$ cat src/rtl/ex_stage.sv
// ex_stage -- execute stage of the 5-stage MIPS core.
//
// Registers the decode->execute bus, selects ALU operands, evaluates the
// one-hot ALU, issues data-SRAM requests and forwards its result back to
// decode. Also owns HI/LO and a restoring radix-2 divider for div/divu that
// holds the front of the pipeline through stallreq_for_ex.
//
// Ports
//   clk              clock
//   rst              synchronous active-high reset
//   stall[5:0]       per-stage stall vector, [2]=EX, [3]=MEM, 1 = stop
//   id_to_ex_bus     decode->execute bus (ID_TO_EX_WD bits)
//   ex_to_mem_bus    {pc, ram_en, ram_wen, sel_rf_res, rf_we, rf_waddr, ex_result}
//   ex_to_id_bus     {rf_we, rf_waddr, ex_result} forwarding path
//   inst_is_load     instruction in EX is a load
//   stallreq_for_ex  divider busy, IF/ID/EX must stall
//   data_sram_*      data SRAM request (en, byte wen, byte addr, wdata)

module ex_stage #(
  parameter int ID_TO_EX_WD  = 159,
  parameter int EX_TO_MEM_WD = 76,
  parameter int DIV_ITER     = 32
) (
  input  logic                    clk,
  input  logic                    rst,
  input  logic [5:0]              stall,
  input  logic [ID_TO_EX_WD-1:0]  id_to_ex_bus,
  output logic [EX_TO_MEM_WD-1:0] ex_to_mem_bus,
  output logic [37:0]             ex_to_id_bus,
  output logic                    inst_is_load,
  output logic                    stallreq_for_ex,
  output logic                    data_sram_en,
  output logic [3:0]              data_sram_wen,
  output logic [31:0]             data_sram_addr,
  output logic [31:0]             data_sram_wdata
);

  localparam int CNT_W = (DIV_ITER > 1) ? $clog2(DIV_ITER) : 1;
  localparam logic [CNT_W-1:0] CNT_LAST = CNT_W'(DIV_ITER - 1);

  typedef enum logic [1:0] {
    S_IDLE = 2'd0,
    S_BUSY = 2'd1,
    S_DONE = 2'd2
  } div_state_e;

  // Two's-complement negation.
  function automatic logic [31:0] neg32(input logic [31:0] v);
    return ~v + 32'd1;
  endfunction

  // Magnitude of a signed 32-bit value (0x80000000 maps to itself, read unsigned).
  function automatic logic [31:0] abs32(input logic [31:0] v);
    if (v[31]) begin
      return neg32(v);
    end else begin
      return v;
    end
  endfunction

  // ---------------------------------------------------------------- input register
  logic [ID_TO_EX_WD-1:0] bus_q;

  // Decode->execute pipeline register: bubble when EX stops but MEM runs.
  always_ff @(posedge clk) begin
    if (rst) begin
      bus_q <= '0;
    end else if (stall[2] && !stall[3]) begin
      bus_q <= '0;
    end else if (!stall[2]) begin
      bus_q <= id_to_ex_bus;
    end else begin
      bus_q <= bus_q;
    end
  end

  logic [31:0] pc_s, inst_s, rdata1_s, rdata2_s;
  logic [11:0] alu_op_s;
  logic [2:0]  src1_s;
  logic [3:0]  src2_s;
  logic        ram_en_s, rf_we_s, sel_rf_res_s;
  logic [3:0]  ram_wen_s;
  logic [4:0]  rf_waddr_s;

  assign {pc_s, inst_s, alu_op_s, src1_s, src2_s, ram_en_s, ram_wen_s,
          rf_we_s, rf_waddr_s, sel_rf_res_s, rdata1_s, rdata2_s} = bus_q;

  // ---------------------------------------------------------------- operands / ALU
  logic [31:0] op1_s, op2_s;

  // Selects are one-hot; AND-OR muxing makes an all-zero select yield 0.
  assign op1_s = ({32{src1_s[0]}} & rdata1_s)
               | ({32{src1_s[1]}} & pc_s)
               | ({32{src1_s[2]}} & {27'd0, inst_s[10:6]});

  assign op2_s = ({32{src2_s[0]}} & rdata2_s)
               | ({32{src2_s[1]}} & {{16{inst_s[15]}}, inst_s[15:0]})
               | ({32{src2_s[2]}} & 32'd8)
               | ({32{src2_s[3]}} & {16'd0, inst_s[15:0]});

  logic op_add_s, op_sub_s, op_slt_s, op_sltu_s, op_and_s, op_nor_s;
  logic op_or_s, op_xor_s, op_sll_s, op_srl_s, op_sra_s, op_lui_s;
  assign {op_add_s, op_sub_s, op_slt_s, op_sltu_s, op_and_s, op_nor_s,
          op_or_s, op_xor_s, op_sll_s, op_srl_s, op_sra_s, op_lui_s} = alu_op_s;

  logic [31:0] add_res_s, sub_res_s, slt_res_s, sltu_res_s, sll_res_s, srl_res_s;
  logic [31:0] sra_res_s, lui_res_s, alu_res_s;

  assign add_res_s  = op1_s + op2_s;
  assign sub_res_s  = op1_s - op2_s;
  assign slt_res_s  = {31'd0, ($signed(op1_s) < $signed(op2_s))};
  assign sltu_res_s = {31'd0, (op1_s < op2_s)};
  assign sll_res_s  = op2_s << op1_s[4:0];
  assign srl_res_s  = op2_s >> op1_s[4:0];
  assign sra_res_s  = $unsigned($signed(op2_s) >>> op1_s[4:0]);
  assign lui_res_s  = {op2_s[15:0], 16'd0};

  assign alu_res_s = ({32{op_add_s}}  & add_res_s)
                   | ({32{op_sub_s}}  & sub_res_s)
                   | ({32{op_slt_s}}  & slt_res_s)
                   | ({32{op_sltu_s}} & sltu_res_s)
                   | ({32{op_and_s}}  & (op1_s & op2_s))
                   | ({32{op_nor_s}}  & ~(op1_s | op2_s))
                   | ({32{op_or_s}}   & (op1_s | op2_s))
                   | ({32{op_xor_s}}  & (op1_s ^ op2_s))
                   | ({32{op_sll_s}}  & sll_res_s)
                   | ({32{op_srl_s}}  & srl_res_s)
                   | ({32{op_sra_s}}  & sra_res_s)
                   | ({32{op_lui_s}}  & lui_res_s);

  // ---------------------------------------------------------------- decode of special ops
  logic special_s, is_mfhi_s, is_mflo_s, is_div_s, is_signed_s, divisor_zero_s;

  assign special_s      = (inst_s[31:26] == 6'h00);
  assign is_mfhi_s      = special_s && (inst_s[5:0] == 6'h10);
  assign is_mflo_s      = special_s && (inst_s[5:0] == 6'h12);
  assign is_div_s       = special_s && ((inst_s[5:0] == 6'h1A) || (inst_s[5:0] == 6'h1B));
  assign is_signed_s    = (inst_s[5:0] == 6'h1A);
  assign divisor_zero_s = (rdata2_s == 32'd0);

  // ---------------------------------------------------------------- divider
  div_state_e        state_q, state_d;
  logic [CNT_W-1:0]  cnt_q;
  logic [31:0]       quo_q, rem_q, dsr_q, dvd_raw_q, hi_q, lo_q;
  logic              div_zero_q, dvd_neg_q, diff_sign_q;

  // One restoring step: shift the next dividend bit into the partial remainder
  // and subtract the divisor if it fits (33 bits so the shifted value never wraps).
  logic [32:0] trial_s, diff_s;
  logic        fits_s;
  logic [31:0] rem_step_s;

  assign trial_s    = {rem_q, quo_q[31]};
  assign diff_s     = trial_s - {1'b0, dsr_q};
  assign fits_s     = !diff_s[32];
  assign rem_step_s = fits_s ? diff_s[31:0] : trial_s[31:0];

  logic [31:0] lo_fix_s, hi_fix_s;

  // Final HI/LO values: divide-by-zero convention or sign fix-up of magnitudes.
  always_comb begin
    lo_fix_s = quo_q;
    hi_fix_s = rem_q;
    if (div_zero_q) begin
      lo_fix_s = 32'hFFFF_FFFF;
      hi_fix_s = dvd_raw_q;
    end else begin
      if (diff_sign_q) begin
        lo_fix_s = neg32(quo_q);
      end else begin
        lo_fix_s = quo_q;
      end
      if (dvd_neg_q) begin
        hi_fix_s = neg32(rem_q);
      end else begin
        hi_fix_s = rem_q;
      end
    end
  end

  // Divider FSM state register.
  always_ff @(posedge clk) begin
    if (rst) begin
      state_q <= S_IDLE;
    end else begin
      state_q <= state_d;
    end
  end

  // Divider FSM next-state logic.
  always_comb begin
    state_d = state_q;
    case (state_q)
      S_IDLE: begin
        if (is_div_s) begin
          if (divisor_zero_s) begin
            state_d = S_DONE;
          end else begin
            state_d = S_BUSY;
          end
        end else begin
          state_d = S_IDLE;
        end
      end
      S_BUSY: begin
        if (cnt_q == CNT_LAST) begin
          state_d = S_DONE;
        end else begin
          state_d = S_BUSY;
        end
      end
      S_DONE:  state_d = S_IDLE;
      default: state_d = S_IDLE;
    endcase
  end

  // Divider FSM outputs: hold the pipeline until the DONE cycle.
  always_comb begin
    stallreq_for_ex = 1'b0;
    case (state_q)
      S_IDLE:  stallreq_for_ex = is_div_s;
      S_BUSY:  stallreq_for_ex = 1'b1;
      S_DONE:  stallreq_for_ex = 1'b0;
      default: stallreq_for_ex = 1'b0;
    endcase
  end

  // Divider datapath and HI/LO: latch operands, iterate, commit in DONE.
  always_ff @(posedge clk) begin
    if (rst) begin
      cnt_q       <= '0;
      quo_q       <= 32'd0;
      rem_q       <= 32'd0;
      dsr_q       <= 32'd0;
      dvd_raw_q   <= 32'd0;
      div_zero_q  <= 1'b0;
      dvd_neg_q   <= 1'b0;
      diff_sign_q <= 1'b0;
      hi_q        <= 32'd0;
      lo_q        <= 32'd0;
    end else begin
      case (state_q)
        S_IDLE: begin
          if (is_div_s) begin
            cnt_q       <= '0;
            rem_q       <= 32'd0;
            dvd_raw_q   <= rdata1_s;
            div_zero_q  <= divisor_zero_s;
            dvd_neg_q   <= is_signed_s && rdata1_s[31];
            diff_sign_q <= is_signed_s && (rdata1_s[31] ^ rdata2_s[31]);
            quo_q       <= is_signed_s ? abs32(rdata1_s) : rdata1_s;
            dsr_q       <= is_signed_s ? abs32(rdata2_s) : rdata2_s;
          end
        end
        S_BUSY: begin
          quo_q <= {quo_q[30:0], fits_s};
          rem_q <= rem_step_s;
          cnt_q <= cnt_q + CNT_W'(1);
        end
        S_DONE: begin
          hi_q <= hi_fix_s;
          lo_q <= lo_fix_s;
        end
        default: begin
          cnt_q <= '0;
        end
      endcase
    end
  end

  // ---------------------------------------------------------------- outputs
  logic [31:0] ex_result_s;
  assign ex_result_s = is_mfhi_s ? hi_q : (is_mflo_s ? lo_q : alu_res_s);

  assign ex_to_mem_bus = {pc_s, ram_en_s, ram_wen_s, sel_rf_res_s, rf_we_s,
                          rf_waddr_s, ex_result_s};
  assign ex_to_id_bus  = {rf_we_s, rf_waddr_s, ex_result_s};
  assign inst_is_load  = ram_en_s && (ram_wen_s == 4'd0);

  assign data_sram_en    = ram_en_s && !stallreq_for_ex;
  assign data_sram_wen   = ram_wen_s & {4{!stallreq_for_ex}};
  assign data_sram_addr  = alu_res_s;
  assign data_sram_wdata = rdata2_s;

  logic unused_s;
  assign unused_s = ^{inst_s[25:16], stall[5:4], stall[1:0]};

endmodule
$ cat config.mk
export PLATFORM = sky130hd
export DESIGN_NAME = ex_stage
export DESIGN_NICKNAME = d
export VERILOG_FILES = /design/src/rtl/ex_stage.sv
export SDC_FILE = /design/constraint.sdc
export NUM_CORES = 2
export LEC_CHECK = 0
export BUFFER_PORTS_ARGS = -buffer_cell sky130_fd_sc_hd__buf_2
export CORE_AREA = 2 2 272 274
export CTS_BUF_LIST = sky130_fd_sc_hd__clkbuf_4
export CTS_CLUSTER_SIZE = 25
export DETAILED_ROUTE_END_ITERATION = 6
export DIE_AREA = 0 0 274 276
export GPL_TIMING_DRIVEN = 1
export PLACE_DENSITY = 0.65
export RECOVER_POWER = 100
export SYNTH_ARGS = -nofsm -noshare
export SYNTH_HDL_FRONTEND = slang
export SYNTH_SLANG_ARGS = --single-unit
export TNS_END_PERCENT = 30
$ cat constraint.sdc
create_clock -name clk -period 6.42 [get_ports clk]
set_input_delay 0.642 -clock clk [delete_from_list [all_inputs] [get_ports clk]]
set_output_delay 0.642 -clock clk [all_outputs]
set_load 0.01 [all_outputs]
Yosys cells after proc, flatten, opt, wreduce, memory -nomap -nowiden
Index checks and enable logic that the tools add are counted.
{"block": "word_totals", "mem_count": 0, "register_bits": 361, "ram_bits": 0, "wordCells": 121, "out_inout_bits": 185, "mem_bits_ro": 0, "latchBits": 0}
{"block": "classes", "bitwise_logic": 45, "n_div": 0, "addsub": 8, "muxes": 22, "order_cmp": 2, "shifts": 3, "eq_ne": 8, "mul": 0, "reduce_logical": 21}
{"cell": "32-bit bitwise OR", "count": 16}
{"cell": "32-bit AND", "count": 15}
{"cell": "32-bit two-way mux", "count": 13}
{"cell": "32-bit NOT", "count": 5}
{"cell": "32-bit by 1-bit adder with 32-bit output (second input constant)", "count": 4}
{"cell": "32-bit one-hot mux with 2 select lines", "count": 2}
{"cell": "32-bit by 1-bit AND with 32-bit output", "count": 2}
{"cell": "32-bit < comparator", "count": 2}
{"cell": "33-bit by 32-bit subtractor with 33-bit output", "count": 1}
{"cell": "32-bit adder", "count": 1}
{"cell": "32-bit by 16-bit AND with 32-bit output", "count": 1}
{"cell": "32-bit by 5-bit AND with 32-bit output", "count": 1}
{"cell": "32-bit zero test", "count": 1}
{"cell": "32-bit by 4-bit bitwise OR with 32-bit output", "count": 1}
{"cell": "32-bit by 5-bit << shifter with 32-bit output", "count": 1}
{"cell": "32-bit by 5-bit right shift with 32-bit output", "count": 1}
{"cell": "32-bit by 5-bit >>> shifter with 32-bit output", "count": 1}
{"cell": "32-bit subtractor", "count": 1}
{"cell": "32-bit bitwise XOR", "count": 1}
{"cell": "6-bit by 5-bit == test with 1-bit output (second input constant)", "count": 4}
{"cell": "5-bit one-hot mux with 3 select lines", "count": 1}
{"cell": "1-bit logical AND", "count": 8}
{"cell": "6-bit zero test", "count": 1}
{"cell": "2-bit two-way mux", "count": 3}
{"cell": "18 further kinds", "count": 22}

Longest topological paths before layout
{"block": "depth", "ltp_word": 19, "depth_mapped": 19}

Worst setup path after synthesis
Ideal clock, no wire load.
{"block": "synth_path", "path_kind": "register to output", "start": "reg bus_q[80]", "end": "out ex_to_mem_bus[26]", "arrival_ps": 4887, "path_stages_with_launch": 20, "slack_ps": 891, "cell_sequence": "dfxtp_1 > buf_6 > buf_2 > a222oi_1 > clkbuf_1 > buf_2 > buf_1 > clkbuf_1 > ha_1 > clkbuf_1 > nor2_1 > a221o_1 > a221o_1 > a211o_1 > a21oi_1 > o221ai_1 > a21boi_0 > mux2_2 > a41oi_1 > buf_4"}
{"block": "synth_via", "elab_chain_cells": 18, "word_cells_on_any_way": 34, "classes_between": "add/sub: 2; shift: 3; mux: 2; bitwise: 27"}
{"item": "start: declaration", "line": "62", "text": "logic [ID_TO_EX_WD-1:0] bus_q;"}
{"item": "start signal: assignment", "line": "71", "text": "bus_q <= id_to_ex_bus;"}
{"item": "start signal: assignment", "line": "73", "text": "bus_q <= bus_q;"}
{"item": "32-bit AND (*)", "line": "92", "text": "assign op1_s = ({32{src1_s[0]}} & rdata1_s)"}
{"item": "32-bit bitwise OR (*)", "line": "93", "text": "| ({32{src1_s[1]}} & pc_s)"}
{"item": "32-bit bitwise OR (*)", "line": "94", "text": "| ({32{src1_s[2]}} & {27'd0, inst_s[10:6]});"}
{"item": "32-bit adder / 32-bit subtractor (equally long branches)", "line": "109, 110"}
{"item": "32-bit AND, on equally long branches", "line": "118, 119"}
{"item": "32-bit bitwise OR", "line": "119", "text": "| ({32{op_sub_s}} & sub_res_s)"}
{"item": "32-bit bitwise OR", "line": "120", "text": "| ({32{op_slt_s}} & slt_res_s)"}
{"item": "32-bit bitwise OR", "line": "121", "text": "| ({32{op_sltu_s}} & sltu_res_s)"}
{"item": "32-bit bitwise OR", "line": "122", "text": "| ({32{op_and_s}} & (op1_s & op2_s))"}
{"item": "32-bit bitwise OR", "line": "123", "text": "| ({32{op_nor_s}} & ~(op1_s | op2_s))"}
{"item": "32-bit bitwise OR", "line": "124", "text": "| ({32{op_or_s}} & (op1_s | op2_s))"}
{"item": "32-bit bitwise OR", "line": "125", "text": "| ({32{op_xor_s}} & (op1_s ^ op2_s))"}
{"item": "32-bit bitwise OR", "line": "126", "text": "| ({32{op_sll_s}} & sll_res_s)"}
{"item": "32-bit bitwise OR", "line": "127", "text": "| ({32{op_srl_s}} & srl_res_s)"}
{"item": "32-bit bitwise OR (*)", "line": "128", "text": "| ({32{op_sra_s}} & sra_res_s)"}
{"item": "32-bit bitwise OR (*)", "line": "129", "text": "| ({32{op_lui_s}} & lui_res_s);"}
{"item": "32-bit two-way mux (*) (2 in series)", "line": "273", "text": "assign ex_result_s = is_mfhi_s ? hi_q : (is_mflo_s ? lo_q : alu_res_s);"}
{"item": "end: declaration", "line": "28", "text": "output logic [EX_TO_MEM_WD-1:0] ex_to_mem_bus,"}
Mark *: on every way between the ends. The rest lies on a longest branch, timed or not.

Worst setup path after layout
{"block": "layout_path", "start": "reg bus_q[80]", "end": "out ex_to_id_bus[6]"}
{"block": "layout_via", "elab_chain_cells": 18, "word_cells_on_any_way": 34, "classes_between": "add/sub: 2; shift: 3; mux: 2; bitwise: 27"}
{"item": "32-bit AND (*)", "line": "92"}
{"item": "32-bit bitwise OR (*)", "line": "93"}
{"item": "32-bit bitwise OR (*)", "line": "94"}
{"item": "32-bit adder / 32-bit subtractor (equally long branches)", "line": "109, 110"}
{"item": "32-bit AND, on equally long branches", "line": "118, 119"}
{"item": "32-bit bitwise OR", "line": "119"}
{"item": "32-bit bitwise OR", "line": "120"}
{"item": "32-bit bitwise OR", "line": "121"}
{"item": "32-bit bitwise OR", "line": "122"}
{"item": "32-bit bitwise OR", "line": "123"}
{"item": "32-bit bitwise OR", "line": "124"}
{"item": "32-bit bitwise OR", "line": "125"}
{"item": "32-bit bitwise OR", "line": "126"}
{"item": "32-bit bitwise OR", "line": "127"}
{"item": "32-bit bitwise OR (*)", "line": "128"}
{"item": "32-bit bitwise OR (*)", "line": "129"}
{"item": "32-bit two-way mux (*) (2 in series)", "line": "273"}
{"item": "end: declaration", "line": "29", "text": "output logic [37:0] ex_to_id_bus,"}
Marked as above.

==> results_dict.tcl <==
set metrics [dict create \
    critical_path_start_end_classification "reg -> out" \
    cp_data_required_time_ns 5.78 \
    timing.rr.start "bus_q[99]" \
    drive_above_1_share_pct 12.6 \
    synth_to_final_area_change_pct 15.1 \
    place_worst_setup_slack_ns 0.808 \
    maximum_root_to_sink_buffer_count 3 \
    worst_r2r_endpoint "dsr_q[0]" \
    grt_max_degree 96 \
    cts_tree "yes" \
    wire_per_inst_um 25.8 \
    synth_seq_area_share_pct 24.4 \
    cts_h_tree_depth 3 \
    globalRouteOverflowTotal 0 \
    setup.reg_to_reg.worst_slack_ns 0.90 \
    route.final.wire_length_um 134000 \
    totalNegativeSetupSlack_ns 0 \
    leakagePower_nw 13.9 \
    max_cap_violations 7 \
    drtAntennaViolNets 0 \
    setup_viols_final 0 \
    max-slew-margin-rel_pct -170 \
    worst_path_dominant_cell_family "simple AND/OR/NAND/NOR gates" \
    placementRows 99 \
    grt_antenna_before_repair 7 \
    power-per-cell-area_nw_per_um2 179 \
    worst-path-max-fanout 66 \
    crit_path_max_incr_delay_ns 0.91 \
    vias 31000 \
    timing.critical_path.to "ex_to_id_bus[6]" \
    timing.critical_path.depth 10 \
    post-route-min-period_ns 6.30 \
    detailed_place_hpwl_um 100000 \
    first_global_vias 28500 \
    dr.first_iter.drc_count 3832 \
    synthesis.area_per_instance_um2 7.50 \
    worstSetupStartpointType "register" \
    routabilityCongestion 1.07 \
    die_height_um 276 \
    syn-instance-count 3841 \
    grt_first_pass_wirelength_um 192000 \
    async_flop_share_pct 0 \
    synth_top_flop_cell "sky130_fd_sc_hd__dfxtp_1" \
    cp_cell_sequence "a222oi_1, clkbuf_4, and2_0, nand2_1, nor2_1, o21ai_0, a21oi_1, or4_1, o21a_1, clkbuf_1" \
    detailedRoute.firstPassIterationCount 6 \
    fp.dieW_um 274 \
    power.ir.vdd_worst_mv 0.160 \
    synth-edff-count 0 \
    timing.fmax_mhz 159 \
    clk_pin_slew_worst_paths_ns 0.07 \
    yosys.cell_types.count 86 \
    path_buf_inv 2 \
    hold_path.class "in -> reg" \
    via_count_normalized_by_instance_count 5.99 \
    cp_slowest_cell "sky130_fd_sc_hd__clkbuf_4" \
    crit_arrival_ns 5.66 \
    skew_ns 0.0725 \
    clk_latency_ns 0.91 \
    slew_viols_final 484 \
    yosys_register_bits 351 \
    cts_sinks 351 \
    route.detailed.drc 0 \
    syn_nets 4142 \
    crit_path_end_kind "output pin" \
    status "finished with violations" \
    cts-root-buf "sky130_fd_sc_hd__clkbuf_4" \
    setup_ws_ns 0.118 \
    floorplan.core_area_um2 72600 \
    unrepaired_setup_endpoints_after_global_routing "false" \
    warnings_from_yosys 0 \
    violations_in_the_final_reports "max-capacitance violations, max-slew violations" \
    timing_worst_slew_pin_value_ns 4.05 \
    numPortBuffers 337 \
    fin_crit_sh_pct 98.2 \
    design.die.area_um2 75600 \
    finalHoldViolations 0 \
    syn_area_um2 28800 \
    timing.critical_path.from "bus_q[80]" \
    design.final.nets 4437 \
    reg2reg_depth 8 \
    starting_density_of_the_core_pct 39.7 \
    pin_count 352 \
    cts_inserted_buffers 97 \
    globalRouteTotalUtil_pct 33.9 \
]
==> through the flow <==
stage               utilization [%]  hold slack [ns]  power [mW]  cells  instance area, um^2
global route                   45.6           0.0437        6.18   5171                33100
floorplan                         -            0.431        3.19   3841                28800
detailed placement             42.2            0.442        3.72   4847                30600
finish                         45.7           0.0875        5.92   5173                33100
CTS                            46.0           0.0111        5.94   5167                33400
global placement               42.2            0.437        3.72   4847                30600
==> kinds of logic (layout without fill, tap and decap cells) <==
group	after synthesis	count (layout)	synth area share, %
AND/OR/NAND/NOR	1151	1151	17.4
AO/OA/AOI/OAI	1117	1117	25.6
buffers and inverters	561	930	9.05
flip-flops	351	351	24.4
multiplexers	347	347	12.2
XOR/XNOR	180	180	5.47
adder cells (fa/ha/maj)	134	134	5.90
other	0	4	0
==> per-layer routing <==
metal / up-vias / wire [um] / GRT usage, % / share of wire [%]
met3: 332 / 12000 / 7.16 / 9.0
met2: 1526 / 59000 / 51.9 / 44
met5: - / 34 / 0 / 0.025
li1: 14300 / - / - / -
met1: 14800 / 54600 / 44.2 / 41
met4: 4 / 7990 / 18.4 / 6.0
==> synth_stat cells (25+ instances only) <==
library cell	instances	area share [%]
sky130_fd_sc_hd__ha_1	131	5.7
sky130_fd_sc_hd__o21a_1	35	0.91
sky130_fd_sc_hd__nand2_1	442	5.8
sky130_fd_sc_hd__mux2_2	35	1.4
sky130_fd_sc_hd__buf_2	26	0.45
sky130_fd_sc_hd__a21oi_1	305	5.3
sky130_fd_sc_hd__nor3_1	67	1.2
sky130_fd_sc_hd__a21o_1	28	0.73
sky130_fd_sc_hd__a211oi_1	102	2.7
sky130_fd_sc_hd__buf_4	120	3.1
sky130_fd_sc_hd__a22o_1	38	1.2
sky130_fd_sc_hd__mux2i_1	311	11
sky130_fd_sc_hd__nor2b_1	25	0.54
sky130_fd_sc_hd__a22oi_1	40	1.0
sky130_fd_sc_hd__xnor2_1	98	3.0
sky130_fd_sc_hd__inv_1	156	2.0
sky130_fd_sc_hd__dfxtp_1	351	24
sky130_fd_sc_hd__a221oi_1	26	0.79
sky130_fd_sc_hd__o221ai_1	27	0.82
sky130_fd_sc_hd__nor2_1	394	5.1
sky130_fd_sc_hd__a31oi_1	29	0.63
sky130_fd_sc_hd__xor2_1	82	2.5
sky130_fd_sc_hd__o31ai_1	40	1.0
sky130_fd_sc_hd__clkbuf_1	232	3.0
sky130_fd_sc_hd__nand3_1	60	1.0
sky130_fd_sc_hd__o211ai_1	30	0.78
sky130_fd_sc_hd__o21ai_0	226	3.9
sky130_fd_sc_hd__or3_1	25	0.54
==> worst min-delay path by stage <==
stage                startpoint         to  slack (ns)  cells after the start
3_5_place_dp           hi_q[12]   hi_q[12]        0.44                      2
5_1_grt        id_to_ex_bus[81]  bus_q[81]        0.04                      3
3_3_place_gp           hi_q[19]   hi_q[19]        0.44                      2
2_1_floorplan          hi_q[25]   hi_q[25]        0.43                      2
6_report       id_to_ex_bus[81]  bus_q[81]        0.09                      3
4_1_cts        id_to_ex_bus[81]  bus_q[81]        0.01                      3
==> cells in the final DEF (no fill, tap or decap), drive strengths merged, types with 19 or more instances in the layout <==
| master | netlist | routed |
|---|---|---|
| a211oi | 102 | 102 |
| a21o | 28 | 28 |
| a21oi | 307 | 307 |
| a221oi | 26 | 26 |
| a22o | 38 | 38 |
| a22oi | 41 | 41 |
| a31oi | 29 | 29 |
| and2 | 19 | 19 |
| and3 | 20 | 20 |
| buf | 166 | 278 |
| clkbuf | 234 | 325 |
| dfxtp | 351 | 351 |
| dlygate4sd3 | 0 | 146 |
| ha | 131 | 131 |
| inv | 158 | 163 |
| mux2 | 36 | 36 |
| mux2i | 311 | 311 |
| nand2 | 442 | 442 |
| nand2b | 21 | 21 |
| nand3 | 60 | 60 |
| nor2 | 394 | 394 |
| nor2b | 25 | 25 |
| nor3 | 68 | 68 |
| nor4 | 22 | 22 |
| o211ai | 30 | 30 |
| o21a | 35 | 35 |
| o21ai | 232 | 232 |
| o221ai | 27 | 27 |
| o22ai | 21 | 21 |
| o31ai | 40 | 40 |
| or3 | 25 | 25 |
| xnor2 | 98 | 98 |
| xor2 | 82 | 82 |
==> flip-flops by register name (all words and copies together) (netlist names) <==
signal       flops
bus_q          149
cnt_q            5
diff_sign_q      1
div_zero_q       1
dsr_q           32
dvd_neg_q        1
dvd_raw_q       32
hi_q            32
lo_q            32
quo_q           32
rem_q           32
state_q          2
==> timing repair <==
item	CTS	global route
hold buffers	146	0
setup endpoints to repair	23	29
endpoints found under the hold margin	146	0
pin swaps	1	2
gates resized for setup	2	8
buffers inserted	1	2
==> worst reg2reg max path, cell delays in order (launching register included) <==
cell	delay (ns)
sky130_fd_sc_hd__dfxtp_1	0.46
sky130_fd_sc_hd__nor3b_1	1.12
sky130_fd_sc_hd__nand3_1	0.49
sky130_fd_sc_hd__or3_1	0.49
sky130_fd_sc_hd__clkbuf_1	0.44
sky130_fd_sc_hd__nor2_1	0.32
sky130_fd_sc_hd__clkbuf_2	1.42
sky130_fd_sc_hd__nand2_1	0.43
sky130_fd_sc_hd__a21oi_1	0.20
==> layout make-up <==
type	instances	area (um^2)
repair buffers	596	3770
well taps	959	1200
flip-flops and latches	351	7030
multi-input cells	2929	19200
clock inverters	20	144
clock buffers	153	1150
inverters	161	604
fillers	7568	39400
diodes	4	10.0
==> power breakdown <==
| group | switching [mW] | internal [mW] | leakage, nW |
|---|---|---|---|
| clock network | 1.05 | 1.10 | 0.770 |
| logic | 0.920 | 0.526 | 10.3 |
| registers | 0.104 | 2.23 | 2.85 |
Note: power is estimated with default switching activity, not from simulation.
